File: src/rtl/ahblite_busmatrix_arbiter_rr_if.sv
// rtl/ahblite_busmatrix_arbiter_rr_if.sv - request/observe/grant bundle between output stage and its arbiter
// Ports (signals):
//   REQ_DMA/REQ_ICODE/REQ_DCODE/REQ_SYS  requester wants the slave port
//   HREADY_Outputstage, HSEL_Outputstage, HTRANS_Outputstage, HBURST_Outputstage
//                                         transfer currently driven to the slave
//   PORT_SEL, PORT_NOSEL, BURST_LOCK      grant back to the output stage
// Modports: slave = arbiter side, master = output-stage side.

interface ahblite_busmatrix_arbiter_rr_if;
    logic       REQ_DMA;
    logic       REQ_ICODE;
    logic       REQ_DCODE;
    logic       REQ_SYS;
    logic       HREADY_Outputstage;
    logic       HSEL_Outputstage;
    logic [1:0] HTRANS_Outputstage;
    logic [2:0] HBURST_Outputstage;
    logic [1:0] PORT_SEL;
    logic       PORT_NOSEL;
    logic       BURST_LOCK;

    modport slave (
        input  REQ_DMA, REQ_ICODE, REQ_DCODE, REQ_SYS,
        input  HREADY_Outputstage, HSEL_Outputstage, HTRANS_Outputstage, HBURST_Outputstage,
        output PORT_SEL, PORT_NOSEL, BURST_LOCK
    );

    modport master (
        output REQ_DMA, REQ_ICODE, REQ_DCODE, REQ_SYS,
        output HREADY_Outputstage, HSEL_Outputstage, HTRANS_Outputstage, HBURST_Outputstage,
        input  PORT_SEL, PORT_NOSEL, BURST_LOCK
    );
endinterface

File: src/rtl/ahblite_busmatrix_arbiter_rr.sv
// rtl/ahblite_busmatrix_arbiter_rr.sv - four-requester burst-aware arbiter for one bus-matrix output stage
// Ports:
//   HCLK     clock
//   HRESETn  asynchronous active-low reset
//   bus      ahblite_busmatrix_arbiter_rr_if.slave (requests, observed transfer, grant outputs)
// Parameter PRIORITY_MODE: 0 = round-robin, 1 = fixed DCODE > ICODE > SYS > DMA.

module ahblite_busmatrix_arbiter_rr #(
    parameter bit PRIORITY_MODE = 1'b0
) (
    input  logic                            HCLK,
    input  logic                            HRESETn,
    ahblite_busmatrix_arbiter_rr_if.slave   bus
);

    localparam logic [1:0] HTRANS_IDLE   = 2'b00;
    localparam logic [1:0] HTRANS_BUSY   = 2'b01;
    localparam logic [1:0] HTRANS_NONSEQ = 2'b10;
    localparam logic [1:0] HTRANS_SEQ    = 2'b11;
    localparam logic [2:0] HBURST_INCR   = 3'b001;

    logic [1:0] sel_q,   sel_d;
    logic       nosel_q, nosel_d;
    logic [3:0] cnt_q,   cnt_d;
    logic       lock_q,  lock_d;
    logic [1:0] ptr_q,   ptr_d;

    // Bit index equals the PORT_SEL encoding of each requester.
    logic [3:0] req;
    logic [3:0] burst_len_m1;
    logic       hold;
    logic [3:0] cnt_next;
    logic       any_req;
    logic [1:0] winner;
    logic [1:0] idx;

    always_comb begin
        req = {bus.REQ_SYS, bus.REQ_DCODE, bus.REQ_ICODE, bus.REQ_DMA};

        case (bus.HBURST_Outputstage)
            3'b010, 3'b011: burst_len_m1 = 4'd3;
            3'b100, 3'b101: burst_len_m1 = 4'd7;
            3'b110, 3'b111: burst_len_m1 = 4'd15;
            default:        burst_len_m1 = 4'd0;
        endcase

        // Burst tracking: decides whether the current owner keeps the port.
        hold     = 1'b0;
        cnt_next = 4'd0;
        if (bus.HSEL_Outputstage) begin
            if (bus.HTRANS_Outputstage == HTRANS_NONSEQ && cnt_q != 4'd0) begin
                // Early termination of a fixed-length burst: release.
                hold     = 1'b0;
                cnt_next = 4'd0;
            end else if (bus.HTRANS_Outputstage == HTRANS_NONSEQ && burst_len_m1 != 4'd0) begin
                hold     = 1'b1;
                cnt_next = burst_len_m1;
            end else if (bus.HTRANS_Outputstage == HTRANS_SEQ && cnt_q > 4'd1) begin
                hold     = 1'b1;
                cnt_next = cnt_q - 4'd1;
            end else if (bus.HTRANS_Outputstage == HTRANS_SEQ && cnt_q == 4'd1) begin
                // Final beat accepted: hand over on this same edge.
                hold     = 1'b0;
                cnt_next = 4'd0;
            end else if (bus.HTRANS_Outputstage == HTRANS_BUSY && cnt_q != 4'd0) begin
                hold     = 1'b1;
                cnt_next = cnt_q;
            end else if (bus.HBURST_Outputstage == HBURST_INCR &&
                         bus.HTRANS_Outputstage != HTRANS_IDLE) begin
                // Undefined length: held until IDLE or deselect.
                hold     = 1'b1;
                cnt_next = 4'd0;
            end
        end

        any_req = |req;
        winner  = sel_q;
        idx     = 2'd0;
        if (PRIORITY_MODE) begin
            if (req[2])      winner = 2'd2;
            else if (req[1]) winner = 2'd1;
            else if (req[3]) winner = 2'd3;
            else if (req[0]) winner = 2'd0;
        end else begin
            // Scan ptr+1 .. ptr+4; the last owner is considered last.
            for (int i = 4; i >= 1; i--) begin
                idx = ptr_q + 2'(i);
                if (req[idx]) winner = idx;
            end
        end

        sel_d   = sel_q;
        nosel_d = nosel_q;
        cnt_d   = cnt_q;
        lock_d  = lock_q;
        ptr_d   = ptr_q;
        if (bus.HREADY_Outputstage) begin
            cnt_d = cnt_next;
            if (hold) begin
                lock_d = 1'b1;
            end else begin
                lock_d = 1'b0;
                if (any_req) begin
                    sel_d   = winner;
                    nosel_d = 1'b0;
                    if (!PRIORITY_MODE) ptr_d = winner;
                end else begin
                    nosel_d = 1'b1;
                end
            end
        end
    end

    always_ff @(posedge HCLK or negedge HRESETn) begin
        if (!HRESETn) begin
            sel_q   <= 2'b00;
            nosel_q <= 1'b1;
            cnt_q   <= 4'd0;
            lock_q  <= 1'b0;
            ptr_q   <= 2'b11;
        end else begin
            sel_q   <= sel_d;
            nosel_q <= nosel_d;
            cnt_q   <= cnt_d;
            lock_q  <= lock_d;
            ptr_q   <= ptr_d;
        end
    end

    assign bus.PORT_SEL   = sel_q;
    assign bus.PORT_NOSEL = nosel_q;
    assign bus.BURST_LOCK = lock_q;

endmodule

File: src/flat_wrapper.sv
// flat-port wrapper written by rule: the top's interface ports become plain ports
module ahblite_busmatrix_arbiter_rr_flat 
#(
    parameter bit PRIORITY_MODE = 1'b0
)
  (HCLK, HRESETn, bus_REQ_DMA, bus_REQ_ICODE, bus_REQ_DCODE, bus_REQ_SYS, bus_HREADY_Outputstage, bus_HSEL_Outputstage, bus_HTRANS_Outputstage, bus_HBURST_Outputstage, bus_PORT_SEL, bus_PORT_NOSEL, bus_BURST_LOCK);
  ahblite_busmatrix_arbiter_rr_if bus_i ();
  input  logic HCLK;
  input  logic HRESETn;
  input wire logic [$bits(bus_i.REQ_DMA)-1:0] bus_REQ_DMA;
  input wire logic [$bits(bus_i.REQ_ICODE)-1:0] bus_REQ_ICODE;
  input wire logic [$bits(bus_i.REQ_DCODE)-1:0] bus_REQ_DCODE;
  input wire logic [$bits(bus_i.REQ_SYS)-1:0] bus_REQ_SYS;
  input wire logic [$bits(bus_i.HREADY_Outputstage)-1:0] bus_HREADY_Outputstage;
  input wire logic [$bits(bus_i.HSEL_Outputstage)-1:0] bus_HSEL_Outputstage;
  input wire logic [$bits(bus_i.HTRANS_Outputstage)-1:0] bus_HTRANS_Outputstage;
  input wire logic [$bits(bus_i.HBURST_Outputstage)-1:0] bus_HBURST_Outputstage;
  output wire logic [$bits(bus_i.PORT_SEL)-1:0] bus_PORT_SEL;
  output wire logic [$bits(bus_i.PORT_NOSEL)-1:0] bus_PORT_NOSEL;
  output wire logic [$bits(bus_i.BURST_LOCK)-1:0] bus_BURST_LOCK;
  assign bus_i.REQ_DMA = bus_REQ_DMA;
  assign bus_i.REQ_ICODE = bus_REQ_ICODE;
  assign bus_i.REQ_DCODE = bus_REQ_DCODE;
  assign bus_i.REQ_SYS = bus_REQ_SYS;
  assign bus_i.HREADY_Outputstage = bus_HREADY_Outputstage;
  assign bus_i.HSEL_Outputstage = bus_HSEL_Outputstage;
  assign bus_i.HTRANS_Outputstage = bus_HTRANS_Outputstage;
  assign bus_i.HBURST_Outputstage = bus_HBURST_Outputstage;
  assign bus_PORT_SEL = bus_i.PORT_SEL;
  assign bus_PORT_NOSEL = bus_i.PORT_NOSEL;
  assign bus_BURST_LOCK = bus_i.BURST_LOCK;
  ahblite_busmatrix_arbiter_rr #(.PRIORITY_MODE(PRIORITY_MODE)) u_core (.HCLK(HCLK), .HRESETn(HRESETn), .bus(bus_i));
endmodule
File: config.mk
export PLATFORM = sky130hd
export DESIGN_NAME = ahblite_busmatrix_arbiter_rr_flat
export DESIGN_NICKNAME = d
export VERILOG_FILES = /design/src/rtl/ahblite_busmatrix_arbiter_rr_if.sv /design/src/rtl/ahblite_busmatrix_arbiter_rr.sv /design/src/flat_wrapper.sv
export SDC_FILE = /design/constraint.sdc
export NUM_CORES = 1
export LEC_CHECK = 0
export BUFFER_PORTS_ARGS = -buffer_cell sky130_fd_sc_hd__buf_2
export CORE_UTILIZATION = 35
export CTS_BUF_LIST = sky130_fd_sc_hd__clkbuf_4
export DETAILED_ROUTE_END_ITERATION = 12
export GPL_ROUTABILITY_DRIVEN = 0
export SETUP_SLACK_MARGIN = 0.02
export SYNTH_ARGS = -nofsm -noshare
export SYNTH_HDL_FRONTEND = slang
export SYNTH_SLANG_ARGS = --single-unit
File: constraint.sdc
create_clock -name HCLK -period 3.9 [get_ports HCLK]
set_input_delay 0.39 -clock HCLK [delete_from_list [all_inputs] [get_ports HCLK]]
set_output_delay 0.39 -clock HCLK [all_outputs]
set_load 0.05 [all_outputs]
* Word-level counts from Yosys, hierarchy flattened
Cells that the tools add are included.
** Word-level totals
- Logic and storage cells :: 71
- Bits in registers :: 10
** Operators by class
- Add/subtract/negate cells :: 4
- Magnitude comparators :: 5
- Bitwise gates (word level) :: 1
- Reductions and logical operators :: 16
- Equal/unequal tests :: 12
- Mux-type cells :: 28
** Operators by type and width (count)
- $mux 4 :: 6
- $mux 1 :: 13
- $eq 3x3->1 const B :: 4
- $lt 2x3->1 const B :: 4
- $pmux 4 s3 :: 1
- $bmux 1 s2 :: 4
- $mux 2 :: 4
- $reduce_bool 4->1 :: 2
- $eq 3x2->1 const B :: 2
- $logic_and 1x1->1 :: 6
- $ne 6x2->1 const B :: 1
- $reduce_or 2->1 :: 3
- $add 2x2->2 const B :: 2
- $eq 2x2->1 const B :: 2
- $eq 4x1->1 const B :: 1
- $gt 4x1->1 const B :: 1
- $reduce_and 2->1 :: 2
- $reduce_or 4->1 :: 1
- $sub 4x1->4 const B :: 1
- $eq 3x1->1 const B :: 1
- $reduce_and 3->1 :: 1
- $add 2x1->2 const B :: 1
- $eq 2x1->1 const B :: 1
- $reduce_bool 2->1 :: 1
- $not 1->1 :: 1

* Longest topological paths before layout
Gate-level depths: netlist (run 1).
- Depth in word-level cells :: 11
- Gate-level depth with buffers :: 7
- Gate-level depth less buffers :: 7

* Worst setup path after synthesis (run 1)
Ideal clock, no wire load.
- Path kind :: register to register
- Start :: register u_core.cnt_q[0]
- End :: register u_core.nosel_q, in the netlist u_core.bus.PORT_NOSEL
- Stages on the path, launching flop included :: 8
- Setup time :: 0.082 ns
- Slack :: 2.174 ns
- Path buffers :: 0
- Arrival time :: 1.644 ns
- Clock period less this slack :: 1.726 ns
- Cells stage by stage :: dfrtp_1 inv_1 ha_1 nor3b_2 and4bb_1 o21ai_4 nand3_2 mux2_4
** On the way
- Cells in the longest elaborated chain, start to end :: 10
- Elaborated cells on any way between the ends :: 15
** Ends and longest elaborated chain
- from (decl) :: RTL line ahblite_busmatrix_arbiter_rr.sv:24 : logic [3:0] cnt_q, cnt_d;
- from (signal assigned) :: RTL line ahblite_busmatrix_arbiter_rr.sv:124 : cnt_q <= cnt_d;
- $reduce_bool 4->1 :: RTL line ahblite_busmatrix_arbiter_rr.sv:51, ahblite_busmatrix_arbiter_rr.sv:65
- $logic_and 1x1->1 :: RTL line ahblite_busmatrix_arbiter_rr.sv:65 : end else if (bus.HTRANS_Outputstage == HTRANS_BUSY && cnt_q != 4'd0) begin
- $mux 1 :: RTL line ahblite_busmatrix_arbiter_rr.sv:65
- $mux 1 :: RTL line ahblite_busmatrix_arbiter_rr.sv:61 : end else if (bus.HTRANS_Outputstage == HTRANS_SEQ && cnt_q == 4'd1) begin
- $mux 1 :: RTL line ahblite_busmatrix_arbiter_rr.sv:58 : end else if (bus.HTRANS_Outputstage == HTRANS_SEQ && cnt_q > 4'd1) begin
- $mux 1 :: RTL line ahblite_busmatrix_arbiter_rr.sv:55 : end else if (bus.HTRANS_Outputstage == HTRANS_NONSEQ && burst_len_m1 != 4'd0) begin
- $mux 1 * :: RTL line ahblite_busmatrix_arbiter_rr.sv:51 : if (bus.HTRANS_Outputstage == HTRANS_NONSEQ && cnt_q != 4'd0) begin
- $mux 1 * :: RTL line ahblite_busmatrix_arbiter_rr.sv:50 : if (bus.HSEL_Outputstage) begin
- $not 1->1 (no line) *
- $reduce_and 2->1 (no line) *
- to (signal assigned) :: RTL line ahblite_busmatrix_arbiter_rr.sv:123 : nosel_q <= nosel_d;
- to (decl) :: RTL line ahblite_busmatrix_arbiter_rr.sv:23 : logic nosel_q, nosel_d;
Mark *: on every way between the ends. The rest lies on a longest branch, timed or not.
A chain may end at the register's enable or synchronous reset.

* Worst setup path after layout (run 1)
Same ends and word-level chain as after synthesis.

==> results of run 1 <==
-- report_power, final --
part	switching [W]	internal, W
registers	0.0000302	0.000136
clock network	0.0000349	0.0000369
logic	0.000109	0.0000803
-- per-layer routing --
layer  part of all wire  vias to the layer above  track usage
met4             0.0054                        0       0.0778
met1               0.50                      314        0.200
li1                   -                      329            -
met2               0.47                        9        0.232
met5                  0                        -            0
met3              0.025                        2       0.0604
-- layout make-up --
type / instances / area share
multi-input combinational: 59 / 0.520
sequential: 10 / 0.288
timing repair buffer: 17 / 0.102
tap: 27 / 0.0384
clock buffer: 3 / 0.0256
inverter: 5 / 0.0213
clock inverter: 1 / 0.00426
-- registers in the layout (all words and copies together) (netlist names) --
name,flops
u_core.bus.PORT_SEL,2
u_core.bus.BURST_LOCK,1
u_core.ptr_q,2
u_core.cnt_q,4
u_core.bus.PORT_NOSEL,1
-- cell usage in the layout, fill, tap and decap left out --
master,Yosys,layout
a211oi_1,2,2
a21bo_2,1,1
a21o_1,1,1
a21oi_1,5,5
a221oi_1,1,1
a22o_1,2,2
a31oi_2,1,1
and3_4,1,1
and4bb_1,1,1
buf_2,0,16
clkbuf_4,0,3
clkinv_1,0,1
dfrtp_1,7,7
dfstp_2,3,3
dlygate4sd3_1,0,1
ha_1,2,2
inv_1,5,5
maj3_1,1,1
mux2_2,2,2
mux2_4,2,2
mux2i_1,1,1
nand2_1,2,2
nand3_2,1,1
nand3b_1,1,1
nand4_1,3,3
nor2_1,5,5
nor2b_1,3,3
nor3_1,2,2
nor3b_2,1,1
nor4_1,1,1
o211ai_2,1,1
o21a_1,3,3
o21ai_0,6,6
o21ai_1,2,2
o21ai_4,1,1
o311a_1,1,1
o31a_1,1,1
or3b_1,1,1
or3b_4,1,1
-- kinds of logic after synthesis --
logic type | after synthesis | share of synthesized area
AO/OA/AOI/OAI | 28 | 0.281
multiplexers | 5 | 0.0852
adder cells (fa/ha/maj) | 3 | 0.0477
AND/OR/NAND/NOR | 23 | 0.210
flip-flops | 10 | 0.346
buffers and inverters | 6 | 0.0307
-- worst max-delay path, cell delays in order (launching register included) --
cell,delay (ns)
dfrtp_1,0.41
inv_1,0.06
ha_1,0.24
nor3b_2,0.19
and4bb_1,0.23
o21ai_4,0.25
nand3_2,0.12
mux2_4,0.31
-- stage by stage --
stage	setup slack (ns)	instance area [um^2]	util	hold WS [ns]	total power, W
final	2.04	881	0.449	0.407	0.000428
after global routing	1.86	881	0.449	0.394	0.000463
after CTS	2.02	881	0.449	0.393	0.000435
after detailed placement	2.05	845	0.430	0.262	0.000358
after global placement	2.09	845	0.430	0.260	0.000355
after floorplan	2.17	734	-	0.0944	0.000311
-- worst max-delay path by stage --
| stage | startpoint | endpoint | slack [ns] |
|---|---|---|---|
| 6_report | u_core.cnt_q[0]$_DFFE_PN0P_ | u_core.bus.PORT_NOSEL$_DFFE_PN1P_ | 2.04 |
| 3_3_place_gp | u_core.cnt_q[0]$_DFFE_PN0P_ | u_core.bus.PORT_NOSEL$_DFFE_PN1P_ | 2.09 |
| 5_1_grt | u_core.cnt_q[1]$_DFFE_PN0P_ | u_core.bus.PORT_NOSEL$_DFFE_PN1P_ | 1.86 |
| 3_5_place_dp | u_core.cnt_q[0]$_DFFE_PN0P_ | u_core.bus.PORT_NOSEL$_DFFE_PN1P_ | 2.05 |
| 4_1_cts | u_core.cnt_q[0]$_DFFE_PN0P_ | u_core.bus.PORT_NOSEL$_DFFE_PN1P_ | 2.02 |
| 2_1_floorplan | u_core.cnt_q[0]$_DFFE_PN0P_ | u_core.bus.PORT_NOSEL$_DFFE_PN1P_ | 2.17 |
-- cell usage after synthesis (3+ instances only) --
library cell  number
nand4_1            3
dfrtp_1            7
nor2_1             5
o21ai_0            6
a21oi_1            5
o21a_1             3
inv_1              5
dfstp_2            3
nor2b_1            3
==> run_results.csv, run 1 <==
group,metric,value,unit
cells_and_area,stdcell_count,122,
cts,cts.sinks,10,
global_route,grt_overflow_total,0,
setup_path,cp-end-kind,"flop",
job,cap_violations,0,
sta,clock.fmax,537,MHz
power_and_ir_drop,leakage,0.394,nW
synthesis,syn_nets,90,
cts,cts_resized,0,
routing,first_iter_violations,9,
sta,fin_skew,0.00643,ns
cts,clk_path_buf_depth,2,
setup_path,rr_worst_depth,7,
synthesis,avgSynthCellArea,9.79,um^2
placed_design,post-dp-hpwl,1160,um
routing,ant_nets,0,
cts,cts_buffers,3,
global_route,grt_pass1_vias,564,
worst_hold_path,hold_depth,2,
routing,drt-total-wl,1470,um
floorplanning,die-area,2290,um^2
setup_path,crit_required,4.10,ns
sta,setup_violations,0,
cts,cts_tree,"yes",
sta,rsz0062_at_grt,"false",
setup_path,crit_path_start_kind,"flop",
synthesis,synth_seq_cells,10,
synthesis,synth_top_area_share,0.239,
placed_design,placed_cells_incl_taps,117,
synthesis,async_flop_share,1.00,
synthesis,seq_area_frac_synth,0.346,
floorplanning,row_count,16,
floorplanning,num_io_pins,17,
worst_hold_path,hold_end,"u_core.bus.BURST_LOCK$_DFFE_PN0P_",
floorplanning,core_area,1960,um^2
routing,drtPass1Iterations,4,
global_route,grt_max_degree,11,
synthesis,ys_warn_count,0,
routing,drc,0,
floorplanning,start_util,0.374,
sta,period_needed,1.86,ns
sta,max_slew_margin,0.751,
routing,via_count,654,
setup_path,crit_arrival,2.06,ns
cells_and_area,final_nets,111,
synthesis,yosysTopAreaCell,"dfrtp_1",
floorplanning,dieWidth,47.8,um
setup_path,path_max_fanout,7,
setup_path,r2r_slack,2.04,ns
synthesis,synth-main-ff-cell,"dfrtp_1",
cells_and_area,num_antenna_cells,0,
synthesis,synth_area_leaders,"dfrtp_1 (24%), dfstp_2 (11%), o21ai_0 (4.1%), mux2_4 (4.1%), a21oi_1 (3.4%)",
synthesis,syn_inst,75,
global_route,grt_antenna_before_repair,0,
routing,via_per_inst,5.36,
sta,drv_slew,0,
status,run_status,"completed",
synthesis,synth_area,734,um^2
cells_and_area,multi_input_comb_area,458,um^2
setup_path,r2r-start,"u_core.cnt_q[0]$_DFFE_PN0P_",
synthesis,synth-edff-count,0,
sta,final.setup.tns,0,ns
sta,fin_crit_sh,0.478,
cts,postCtsHoldBufs,1,
worst_hold_path,min_from,"bus_HREADY_Outputstage",
cts,clock_latency,0.26,ns
sta,hold_viol,0,
cts,post-cts-setup-buffers,0,
setup_path,r2r_end,"u_core.bus.PORT_NOSEL$_DFFE_PN1P_",
power_and_ir_drop,cellPowerDensity,485,nW/um^2
cts,clkTransAtPathRegs,0.07,ns
power_and_ir_drop,ir_drop,0.220,mV
sta,tightest_slew,0.370,ns
floorplanning,dieHeight,47.8,um
placed_design,io_buffers,16,
cells_and_area,regArea,254,um^2
cts,cts_root_buf,"clkbuf_4",
global_route,grt_usage,0.157,
cells_and_area,syn_to_final_growth,19.9,%
worst_hold_path,hold_path_class,"input port to flop",
cells_and_area,final_layout_size_suffix_gt1_frac,0.358,
cts,cts.htree.levels,1,
global_route,grt_pass1_wl,2400,um
cells_and_area,fill_cells,228,
setup_path,crit_type,"flop to flop",
routing,wl_per_cell,12.1,um
synthesis,yosys.cell_types.count,36,
(Power assumes the default switching activity.)
==> inputs of run 2 (changes only) <==
clock period = 1.95 ns   (was 3.9 ns; I/O delays follow)
==> run_results.csv, run 2 (synthesis results as in run 1) <==
group,metric,value,unit
power_and_ir_drop,intPower,0.000528,W
floorplanning,core_area,1960,um^2
power_and_ir_drop,ir_drop,0.455,mV
power_and_ir_drop,leakage,0.404,nW
global_route,grt_use_met2,0.232,
setup_path,cpMaxStageDelayCell,"dfrtp_1",
sta,fin_crit_sh,0.934,
setup_path,r2r-start,"u_core.cnt_q[0]$_DFFE_PN0P_",
cells_and_area,regArea,254,um^2
cells_and_area,final_common_cell,"buf_2",
sta,final.setup.tns,0,ns
sta,rsz0062_at_grt,"false",
setup_path,cp.depth,7,
cells_and_area,fin_area,920,um^2
global_route,gr-usage-met1,0.188,
setup_path,crit_family,"compound AO/OA/AOI/OAI gates",
setup_path,crit_arrival,2.02,ns
worst_hold_path,min_from,"bus_HREADY_Outputstage",
setup_path,crit_path_start,"u_core.cnt_q[0]$_DFFE_PN0P_",
power_and_ir_drop,p_total,0.000887,W
floorplanning,die-area,2290,um^2
setup_path,crit_type,"flop to flop",
global_route,grt_pass1_vias,548,
cts,clk_path_buf_depth,2,
placed_design,post_dp_cell_area,845,um^2
placed_design,dp_slack,0.0863,ns
sta,tightest_slew,0.390,ns
cts,cts_root_buf,"clkbuf_4",
setup_path,r2r_end,"u_core.bus.PORT_NOSEL$_DFFE_PN1P_",
global_route,grt_max_degree,11,
routing,drtPass1Iterations,4,
cells_and_area,num_antenna_cells,0,
cells_and_area,layout_common_cells,"buf_2 (16), dfrtp_1 (7), o21ai_0 (6)",
setup_path,crit_required,2.15,ns
setup_path,r2r_slack,0.13,ns
routing,drt-total-wl,1540,um
cells_and_area,multi_input_comb_area,489,um^2
power_and_ir_drop,pwr-share-clk,0.164,
power_and_ir_drop,p_sw_frac,0.405,
global_route,grt_pass1_wl,2320,um
status,run_status,"completed",
cells_and_area,fill_cells,213,
floorplanning,dieHeight,47.8,um
routing,drc,0,
power_and_ir_drop,p_seq_frac,0.377,
routing,ant_nets,0,
setup_path,crit_chain,"inv_2 -> ha_4 -> nor2_1 -> o311a_1 -> o21ai_4 -> nand3_2 -> mux2_4",
floorplanning,start_util,0.374,
global_route,busiest_layer,"met2",
setup_path,crit_path_start_kind,"flop",
setup_path,path_max_fanout,7,
setup_path,cp-end-kind,"flop",
global_route,grt_usage,0.150,
cts,cts.htree.levels,1,
setup_path,critPathBufInv,1,
cells_and_area,final_nets,112,
cts,clkTransAtPathRegs,0.07,ns
global_route,gr-usage-met3,0.0717,
floorplanning,row_count,16,
floorplanning,dieWidth,47.8,um
floorplanning,num_io_pins,17,
sta,drv_slew,0,
setup_path,crit_path_end,"u_core.bus.PORT_NOSEL$_DFFE_PN1P_",
power_and_ir_drop,p_switching,0.000360,W
sta,hold_viol,0,
setup_path,rr_worst_depth,7,
routing,first_iter_violations,4,
sta,clock.fmax,549,MHz
global_route,grt_antenna_before_repair,0,
sta,fin_skew,0.00229,ns
cts,cts.sinks,10,
placed_design,io_buffers,16,
global_route,grt_overflow_total,0,
cells_and_area,top_register,"u_core.cnt_q",
cts,cts_buffers,3,
worst_hold_path,hold_path_class,"input port to flop",
sta,max_slew_margin,0.738,
routing,via_per_inst,5.13,
power_and_ir_drop,cellPowerDensity,965,nW/um^2
power_and_ir_drop,pwr-share-comb,0.458,
sta,setup_violations,0,
routing,wl_per_cell,12.5,um
sta,setup_ws,0.128,ns
cells_and_area,largest_reg_flops,4,
sta,period_needed,1.82,ns
routing,via_count,631,
job,cap_violations,0,
cts,clock_latency,0.27,ns
cts,cts_tree,"yes",
cells_and_area,final_layout_size_suffix_gt1_frac,0.406,
cells_and_area,syn_to_final_growth,25.2,%
setup_path,slowest_delay,0.44,ns
run 2: cell count changes in the layout (fill, tap and decap cells not counted), sizes merged:
cell and change:
buf +1
run 2: worst min path at each step:
| stage | endpoint | slack (ns) | cells after the start |
|---|---|---|---|
| 6_report | u_core.bus.BURST_LOCK$_DFFE_PN0P_ | 0.20 | 2 |
| 5_1_grt | u_core.bus.BURST_LOCK$_DFFE_PN0P_ | 0.21 | 2 |
| 4_1_cts | u_core.bus.BURST_LOCK$_DFFE_PN0P_ | 0.20 | 2 |
| 3_5_place_dp | u_core.bus.BURST_LOCK$_DFFE_PN0P_ | 0.07 | 1 |
| 3_3_place_gp | u_core.bus.BURST_LOCK$_DFFE_PN0P_ | 0.06 | 1 |
| 2_1_floorplan | u_core.bus.BURST_LOCK$_DFFE_PN0P_ | -0.10 | 0 |
run 2: area by class of cell:
cell class,instances,area share
flip-flops and latches,10,0.276
multi-input cells,59,0.532
inverters,5,0.0204
repair buffers,18,0.106
clock inverters,1,0.00408
clock buffers,3,0.0245
well taps,27,0.0367
run 2: per-layer routing:
metal	wire length (um)	vias to the layer above
met3	69	0
met5	0	-
met1	752	290
met2	715	12
met4	0	0
li1	-	329
run 2: power by group through the flow:
stage,Combinational (W),Clock [W],Sequential [W]
floorplan,0.000233,0,0.000389
global placement,0.000378,0,0.000333
detailed placement,0.000380,0,0.000336
CTS,0.000383,0.000150,0.000332
global route,0.000448,0.000163,0.000343
finish,0.000407,0.000146,0.000335
run 2: worst reg2reg max path: cells and delay by family (launching register included):
family | cells | cell delay, ns
AO/OA/AOI/OAI | 2 | 0.59
adder cells (fa/ha/maj) | 1 | 0.15
buffers and inverters | 1 | 0.10
flip-flops | 1 | 0.44
multiplexers | 1 | 0.31
AND/OR/NAND/NOR | 2 | 0.17
run 2: repair_timing:
| item | in CTS | in global routing |
|---|---|---|
| gates resized for setup | 0 | 7 |
| hold buffers | 1 | 0 |
| setup buffers | 0 | 1 |
| endpoints found under the hold margin | 7 | 0 |
| setup endpoints to repair | 0 | 8 |
run 2: through the flow:
step	hold WS, ns	utilization	std cells
2_1_floorplan	-0.101	-	75
3_3_place_gp	0.0647	0.430	117
3_5_place_dp	0.0686	0.430	117
4_1_cts	0.203	0.449	122
5_1_grt	0.207	0.469	123
6_report	0.197	0.469	123
==> inputs of run 3 (changes only) <==
CORE_ASPECT_RATIO = 1.4   (was not set)
==> run_results.csv, run 3 (synthesis results as in run 1) <==
group,metric,value,unit
global_route,grt_overflow_total,0,
routing,wl_per_cell,14.3,um
routing,first_iter_violations,6,
cells_and_area,syn_to_final_growth,25.4,%
cells_and_area,layout_common_cells,"buf_2 (16), o21ai_0 (6), dfrtp_1 (6)",
setup_path,cp-end-kind,"flop",
floorplanning,dieHeight,56.2,um
cts,cts_root_buf,"clkbuf_4",
setup_path,r2r_end,"u_core.bus.PORT_NOSEL$_DFFE_PN1P_",
setup_path,path_max_fanout,7,
cells_and_area,final_common_cell,"buf_2",
cells_and_area,stdcell_count,118,
setup_path,rr_worst_depth,7,
global_route,grt_pass1_vias,615,
cells_and_area,multi_input_comb_area,489,um^2
sta,rsz0062_at_grt,"false",
placed_design,post-dp-hpwl,1220,um
sta,fin_skew,0.000318,ns
setup_path,crit_required,2.14,ns
power_and_ir_drop,p_total,0.000901,W
floorplanning,die-area,2290,um^2
floorplanning,dieWidth,40.7,um
power_and_ir_drop,cellPowerDensity,978,nW/um^2
status,run_status,"completed",
floorplanning,start_util,0.372,
sta,clock.fmax,542,MHz
cells_and_area,largest_reg_flops,4,
cts,cts_buffers,3,
sta,final.setup.tns,0,ns
routing,drt-total-wl,1690,um
cells_and_area,regArea,255,um^2
routing,via_per_inst,5.71,
cts,cts.sinks,10,
sta,max_slew_margin,0.764,
global_route,grt_usage,0.151,
worst_hold_path,hold_end,"u_core.bus.BURST_LOCK$_DFFE_PN0P_",
worst_hold_path,min_from,"bus_HREADY_Outputstage",
cells_and_area,final_layout_size_suffix_gt1_frac,0.412,
routing,drc,0,
cts,clkTransAtPathRegs,0.07,ns
setup_path,r2r-start,"u_core.cnt_q[0]$_DFFE_PN0P_",
sta,hold_viol,0,
job,cap_violations,0,
sta,setup_violations,0,
placed_design,placed_cells_incl_taps,111,
cts,clk_path_buf_depth,2,
cells_and_area,fill_cells,207,
cts,cts_tree,"yes",
worst_hold_path,hold_path_class,"input port to flop",
setup_path,crit_arrival,2.04,ns
setup_path,crit_type,"flop to flop",
cts,clock_latency,0.26,ns
setup_path,crit_path_start_kind,"flop",
placed_design,io_buffers,16,
sta,period_needed,1.85,ns
floorplanning,num_io_pins,17,
setup_path,crit_chain,"inv_1 -> ha_4 -> nor2_1 -> o311a_1 -> o21ai_4 -> nand3_2 -> mux2_4",
floorplanning,core_area,1970,um^2
worst_hold_path,hold_depth,2,
setup_path,cpMaxStageDelayCell,"dfrtp_2",
floorplanning,row_count,19,
cells_and_area,num_antenna_cells,0,
routing,via_count,674,
power_and_ir_drop,ir_drop,0.388,mV
cells_and_area,utilization,0.467,
global_route,grt_max_degree,11,
sta,tightest_slew,0.350,ns
global_route,grt_pass1_wl,2390,um
sta,fin_crit_sh,0.947,
setup_path,slowest_delay,0.45,ns
power_and_ir_drop,leakage,0.407,nW
routing,ant_nets,0,
routing,drtPass1Iterations,4,
setup_path,r2r_slack,0.10,ns
cells_and_area,top_register,"u_core.cnt_q",
sta,drv_slew,0,
cts,cts.htree.levels,1,
global_route,grt_antenna_before_repair,0,
cells_and_area,final_nets,113,
## run 3: cell count changes in the layout (fill, tap and decap cells not counted)
cell	change
dfrtp_1	-1
inv_1	+1
inv_2	-1
dfrtp_2	+1
buf_4	+1
## run 3: area by class of cell
cell class              count  share of cell area
multi-input cells          59               0.531
repair buffers             19               0.114
flip-flops and latches     10               0.277
well taps                  21              0.0285
clock inverters             1             0.00408
inverters                   5              0.0204
clock buffers               3              0.0245
## run 3: worst max-delay path, delay by kind of cell (launching register included)
family / cells / cell delay, ns
compound gates: 2 / 0.58
flops: 1 / 0.45
mux: 1 / 0.30
simple gates: 2 / 0.17
fa+ha+maj: 1 / 0.16
buf+inv: 1 / 0.11
## run 3: worst max path at each step
stage / start / to / depth (start not counted)
finish: u_core.cnt_q[0]$_DFFE_PN0P_ / u_core.bus.PORT_NOSEL$_DFFE_PN1P_ / 7
global route: u_core.cnt_q[0]$_DFFE_PN0P_ / u_core.bus.PORT_NOSEL$_DFFE_PN1P_ / 7
CTS: u_core.cnt_q[0]$_DFFE_PN0P_ / u_core.bus.PORT_NOSEL$_DFFE_PN1P_ / 7
detailed placement: u_core.cnt_q[0]$_DFFE_PN0P_ / u_core.bus.PORT_NOSEL$_DFFE_PN1P_ / 7
global placement: u_core.cnt_q[0]$_DFFE_PN0P_ / u_core.bus.PORT_NOSEL$_DFFE_PN1P_ / 7
floorplan: u_core.cnt_q[0]$_DFFE_PN0P_ / u_core.bus.PORT_NOSEL$_DFFE_PN1P_ / 7
## run 3: metal layers
metal  track usage  part of all wire
met5             0                 0
met3        0.0240             0.028
met2         0.254              0.55
met4        0.0952            0.0095
met1         0.158              0.41
## run 3: power breakdown
part	leakage, nW	switching, W	internal (W)	total, W
clock network	0.0154	0.0000748	0.0000739	0.000149
logic	0.272	0.000232	0.000185	0.000417
registers	0.120	0.0000623	0.000273	0.000335
total	0.407	0.000369	0.000532	0.000901
## run 3: repair_timing
item                                   CTS  global route
hold buffers                             1             0
endpoints found under the hold margin    7             0
resized for setup                        0             7
setup buffers                            0             2
setup endpoints to repair                0             5
## run 3: through the flow
stage               instance area [um^2]  hold WS [ns]  setup WS [ns]
finish                               921         0.212          0.104
global route                         921         0.231         0.0182
CTS                                  873         0.207         0.0707
detailed placement                   837        0.0727         0.0819
global placement                     837        0.0719          0.147
floorplan                            734        -0.101          0.224
